$ cat src/rtl/dm_pkg.sv
// Shared types for the data-memory store path.
// Width encodings and the store-buffer entry layout.
package dm_pkg;

  localparam logic [1:0] W_WORD = 2'd0;
  localparam logic [1:0] W_HALF = 2'd1;
  localparam logic [1:0] W_BYTE = 2'd2;

  typedef struct packed {
    logic [29:0] waddr;
    logic [31:0] data;
    logic [3:0]  byteen;
    logic [31:0] pc;
  } sb_entry_t;

endpackage

$ cat src/rtl/store_align.sv
// Width/offset decode to byte enables and lane-aligned data.
// Shared by the store buffer and the load extension unit.
module store_align
  import dm_pkg::*;
(
  input  logic [1:0]  offset,
  input  logic [1:0]  width,
  input  logic [31:0] data,
  output logic [3:0]  byteen,
  output logic [31:0] lane_data,
  output logic        misalign
);

  always_comb begin
    byteen    = '0;
    lane_data = '0;
    misalign  = 1'b0;
    unique case (1'b1)
      (width == W_WORD): begin
        misalign  = (offset != 2'b00);
        byteen    = 4'b1111;
        lane_data = data;
      end
      (width == W_HALF): begin
        misalign  = offset[0];
        byteen    = 4'b0011 << offset;
        lane_data = {16'b0, data[15:0]} << {offset[1], 4'b0};
      end
      (width == W_BYTE): begin
        byteen    = 4'b0001 << offset;
        lane_data = {24'b0, data[7:0]} << {offset, 3'b0};
      end
      default: misalign = 1'b1;
    endcase
    if (misalign) begin
      byteen    = '0;
      lane_data = '0;
    end
  end

endmodule

$ cat src/rtl/dm_store_buffer.sv
// Coalescing store buffer between MEM stores and data memory,
// with per-byte store-to-load forwarding.
module dm_store_buffer
  import dm_pkg::*;
#(
  parameter int DEPTH = 4,
  parameter int CNT_W = 3
) (
  input  logic        clk,
  input  logic        reset,
  input  logic        st_valid,
  output logic        st_ready,
  input  logic [31:0] st_addr,
  input  logic [1:0]  st_width,
  input  logic [31:0] st_data,
  input  logic [31:0] st_pc,
  output logic        st_misalign,
  input  logic [31:0] ld_addr,
  output logic [3:0]  ld_fwd_mask,
  output logic [31:0] ld_fwd_data,
  output logic        dm_we,
  input  logic        dm_ready,
  output logic [31:0] dm_addr,
  output logic [31:0] dm_wdata,
  output logic [3:0]  dm_byteen,
  output logic [31:0] dm_pc,
  output logic        empty
);

  localparam int PW = $clog2(DEPTH);

  sb_entry_t        ent [DEPTH];
  logic [DEPTH-1:0] vld;
  logic [PW-1:0]    head;
  logic [PW-1:0]    tail;
  logic [PW-1:0]    last;
  logic [CNT_W-1:0] count;

  logic [3:0]  a_be;
  logic [31:0] a_data;
  logic        a_mis;

  logic      pop;
  logic      coal;
  logic      accept;
  logic      push;
  logic      merge;
  sb_entry_t merged;
  logic      unused;

  store_align u_align (
    .offset    (st_addr[1:0]),
    .width     (st_width),
    .data      (st_data),
    .byteen    (a_be),
    .lane_data (a_data),
    .misalign  (a_mis)
  );

  assign unused = ^ld_addr[1:0];

  assign last        = tail - PW'(1);
  assign st_misalign = st_valid && a_mis;
  assign dm_we       = (count != '0);
  assign empty       = (count == '0);
  assign pop         = dm_we && dm_ready;

  // Never merge into a head that leaves this cycle.
  assign coal = (count != '0)
             && (ent[last].waddr == st_addr[31:2])
             && !((count == CNT_W'(1)) && pop);

  assign st_ready = coal || (count < CNT_W'(DEPTH));
  assign accept   = st_valid && !a_mis && st_ready;
  assign push     = accept && !coal;
  assign merge    = accept && coal;

  assign dm_addr   = dm_we ? {ent[head].waddr, 2'b00} : '0;
  assign dm_wdata  = dm_we ? ent[head].data : '0;
  assign dm_byteen = dm_we ? ent[head].byteen : '0;
  assign dm_pc     = dm_we ? ent[head].pc : '0;

  always_comb begin
    merged        = ent[last];
    merged.byteen = ent[last].byteen | a_be;
    merged.pc     = st_pc;
    for (int l = 0; l < 4; l++) begin
      if (a_be[l]) begin
        merged.data[8*l +: 8] = a_data[8*l +: 8];
      end
    end
  end

  always_ff @(posedge clk or negedge reset) begin
    if (!reset) begin
      head  <= '0;
      tail  <= '0;
      count <= '0;
      vld   <= '0;
    end else begin
      if (pop) begin
        head      <= head + PW'(1);
        vld[head] <= 1'b0;
      end
      if (push) begin
        tail      <= tail + PW'(1);
        vld[tail] <= 1'b1;
      end
      case ({push, pop})
        2'b10:   count <= count + CNT_W'(1);
        2'b01:   count <= count - CNT_W'(1);
        default: count <= count;
      endcase
    end
  end

  always_ff @(posedge clk) begin
    if (push) begin
      ent[tail] <= '{waddr:  st_addr[31:2],
                     data:   a_data,
                     byteen: a_be,
                     pc:     st_pc};
    end else if (merge) begin
      ent[last] <= merged;
    end
  end

  // Walk oldest to youngest so younger bytes override older ones.
  always_comb begin
    logic [PW-1:0] idx;
    idx         = head;
    ld_fwd_mask = '0;
    ld_fwd_data = '0;
    for (int i = 0; i < DEPTH; i++) begin
      idx = head + PW'(i);
      if (vld[idx] && (ent[idx].waddr == ld_addr[31:2])) begin
        for (int l = 0; l < 4; l++) begin
          if (ent[idx].byteen[l]) begin
            ld_fwd_mask[l]         = 1'b1;
            ld_fwd_data[8*l +: 8]  = ent[idx].data[8*l +: 8];
          end
        end
      end
    end
  end

endmodule

$ cat config.mk
export PLATFORM = sky130hd
export DESIGN_NAME = dm_store_buffer
export DESIGN_NICKNAME = d
export VERILOG_FILES = /design/src/rtl/dm_pkg.sv /design/src/rtl/store_align.sv /design/src/rtl/dm_store_buffer.sv
export SDC_FILE = /design/constraint.sdc
export NUM_CORES = 1
export LEC_CHECK = 0
export CAP_MARGIN = 40
export CORE_ASPECT_RATIO = 0.8
export CORE_MARGIN = 2
export CORE_UTILIZATION = 25
export CTS_BUF_LIST = sky130_fd_sc_hd__clkbuf_16
export CTS_CLUSTER_SIZE = 12
export DETAILED_ROUTE_END_ITERATION = 6
export GPL_TIMING_DRIVEN = 0
export PLACE_DENSITY = 0.38
export SYNTH_ARGS = -nofsm -noshare
export SYNTH_HDL_FRONTEND = slang
export SYNTH_SLANG_ARGS = --single-unit
$ cat constraint.sdc
create_clock -name clk -period 24.3 [get_ports clk]
set_clock_uncertainty 0.15 [all_clocks]
set_input_delay 6.075 -clock clk [delete_from_list [all_inputs] [get_ports clk]]
set_output_delay 6.075 -clock clk [all_outputs]
set_load 0.1 [all_outputs]
==> impl_metrics.ini <==
[pwr]
p_comb_share_pct = 71.6
power_switching_share_pct = 50.2
p_seq_share_pct = 15.5
p_clk_share_pct = 12.9
p_total_mw = 5.75
intPower_mw = 2.86
p_leak_nw = 12.3
vdd_drop_max_mv = 0.163
power_switching_mw = 2.89
power.density_nw_per_um2 = 158

[synth]
ys.flop_type = edfxtp_1
yosys-top-cells-count = edfxtp_1, mux4_2, mux2i_1, clkbuf_1, xnor2_1
synth_xor_xnor_area_share_pct = 4.50
ys_types = 78
synth_mux_area_share_pct = 31.3
post-synth-top-area-cell = edfxtp_1
synth-adder-area-share_pct = 0.776
synthArstFlopShare_pct = 2.73
yosys_warnings = 0
synth_top_area_share_pct = 42.9
ys_ff_latch = 403
synth.area.top_cells = edfxtp_1, mux4_2, mux2i_1
synth_compound_area_share_pct = 6.74
synth_edf_count = 392
synth_top_family_by_area = multiplexers
synth.yosys.seq_area_share_pct = 43.9
synthSimpleGateAreaFrac_pct = 8.26
avgSynthCellArea_um2 = 14.2
synth_most_common_cell = edfxtp_1
synthesis.area_um2 = 27400
synthCells = 1925

[cts]
cts_buffers = 50
insertion_delay_ns = 0.63
cts_setup_buffers = 0
cts-root-buf = clkbuf_16
hold_buffers = 0
cts_num_sinks = 403
cts_buffer_depth = 3
cts_tree = built
cts-resized-gates = 0
cts.htree.levels = 2
clk_pin_slew_ns = 0.06

[min_path]
hold_path_class = reg -> reg

[sta]
slew_violations = 0
fmax_mhz = 57.4
timing.final.crit_share_pct = 71.8
tightestPinTransition_ns = 0.997
rsz0062_at_grt = no
setup_violations = 0
relSlewSlack_pct = 33.5
min_period_ns = 17.44
fin_ws_ns = 6.86
hold_viol = 0

[outcome]
status = completed

[placed_design]
place_area_um2 = 34700
place_ws_ns = 7.00
dpl.hpwl_mm = 94.5
dp.cells = 3788
gp_congestion = 0.948
io_buffer_count = 249

[detailed_routing]
wire_per_inst_um = 32.3
wl_met2_mm = 56.3
drt_iter0_drc = 2082
drtAntennaViolNets = 0
routed.top_layer = met5
wl_met3_mm = 7.95
via_count = 21100
wl_mm = 126
firstDrtPassIters = 7
vias_per_cell = 5.45
drt-met1-wl_mm = 58.6
drc_errors = 0

[worst_setup_path]
cpMostUsedCell = clkbuf_1
end_kind = output pin
cp_slowest_cell = clkdlybuf4s50_1
critPathKind = in -> out
cp-start-kind = input pin
arrival_ns = 11.21
slowest_delay_ns = 0.65
crit_chain = clkdlybuf4s50_1 > clkbuf_1 > inv_1 > xnor2_1 > a31oi_1 > or4_1 > clkbuf_1 > clkbuf_1 > nand3b_1 > o2111ai_1 > clkdlybuf4s50_1 > buf_8
cp_max_fo = 10
crit_required_ns = 18.07

[finish]
drive_above_1_share_pct = 29.1
area_delta_synth_final_pct = 32.5
num-fill-cells = 10700
nNetsFinal = 2561
final_cells = 3881
design_area_um2 = 36300

[die]
core_um2 = 109000
die_h_um = 300
fp.dieW_um = 374
ios = 274
dieArea_um2 = 112000
initial_utilization_pct = 25.2
row_count = 108

[grt]
grt-ovfl-total = 0
track_usage_pct = 22.0
grt_start_max_net_pins = 46
grt_pass1_vias = 21400
grt_pass1_wl_mm = 175
antenna_found_initial = 6

[run]
drv_cap = 0
## power groups by stage
stage	clock network (mW)	logic [mW]	registers, mW
floorplan	0	2.49	0.888
global placement	0	3.62	0.923
detailed placement	0	4.11	0.904
CTS	0.768	4.13	0.890
global route	0.794	4.25	0.898
finish	0.744	4.12	0.892
## cell type report
| type | instances | area (µm²) | area share [%] |
|---|---|---|---|
| diodes | 2 | 5.00 | 0.0138 |
| plain buffers | 202 | 1010 | 2.79 |
| clock buffers | 50 | 1250 | 3.44 |
| clock inverters | 41 | 382 | 1.05 |
| inverters | 60 | 225 | 0.620 |
| multi-input cells | 1261 | 14200 | 39.0 |
| flip-flops and latches | 403 | 12000 | 33.2 |
| well taps | 1430 | 1790 | 4.92 |
| repair buffers | 432 | 5460 | 15.0 |
## metrics by stage
stage	utilization [%]	hold WS (ns)	TNS [ns]
floorplan	-	0.325	0
global placement	29.2	0.357	-301.44
detailed placement	31.9	0.369	0
CTS	33.4	0.381	0
global route	33.4	0.411	0
finish	33.4	0.384	0
## critical path: cells and delay by family
kind	cells	cell delay, ns
XOR/XNOR	1	0.48
AND/OR/NAND/NOR	2	1.05
AO/OA/AOI/OAI	2	0.57
buffers and inverters	7	3.01
## kinds of logic after synthesis
family	count (synthesis)
AOI/OAI and AO/OA	245
xor gates and xnor gates	141
adders and majority gates	17
buffers and inverters	262
DFF	403
muxes	461
other	1
and+or+nand+nor	395
## worst paths after layout
kind,slack [ns],start,to,cells past startpoint
worst max-delay path,6.86,ld_addr[3],ld_fwd_mask[0],12
worst min-delay path,0.38,count[1]$_DFFE_PN0P_,count[1]$_DFFE_PN0P_,2
worst max register to register,15.88,tail[0]$_DFFE_PN0N_,ent[3][25]$_DFFE_PP_,22
worst min register to register,0.38,count[1]$_DFFE_PN0P_,count[1]$_DFFE_PN0P_,2
max in group asynchronous,17.93,reset,vld[0]$_DFF_PN0_,1
min in group asynchronous,5.67,reset,vld[2]$_DFF_PN0_,1
## registers in the layout (all words and copies together), names as in the netlist
register  flops
head          2
vld           4
tail          2
count         3
ent         392
## cell usage in the layout, fill, tap and decap left out, types with 14 or more instances in the layout
master	synthesis	final
buf_16	0	25
a22oi_1	25	25
mux4_2	311	311
buf_1	14	14
a21oi_1	19	19
a22o_1	16	16
edfxtp_1	392	392
mux2_2	29	29
o21ai_0	32	32
or4_1	31	31
mux2i_1	112	112
clkdlybuf4s50_1	0	249
buf_8	1	133
nand4_1	42	42
o22ai_1	32	32
buf_2	45	49
nand3_1	40	40
o21ai_1	21	21
nand2_1	61	61
clkbuf_1	107	107
xor2_1	54	54
xnor2_1	87	87
buf_6	16	29
o311a_1	24	24
nor4_1	14	14
clkbuf_16	0	50
ha_1	17	17
nor2_1	61	61
buf_4	18	20
and2_1	84	82
inv_1	59	71
## routing by layer
metal	vias up	global-route usage [%]
met5	-	0
met4	2	4.93
met3	135	3.03
met2	935	33.5
met1	11300	33.1
li1	8811	-
(Power assumes the default switching activity.)
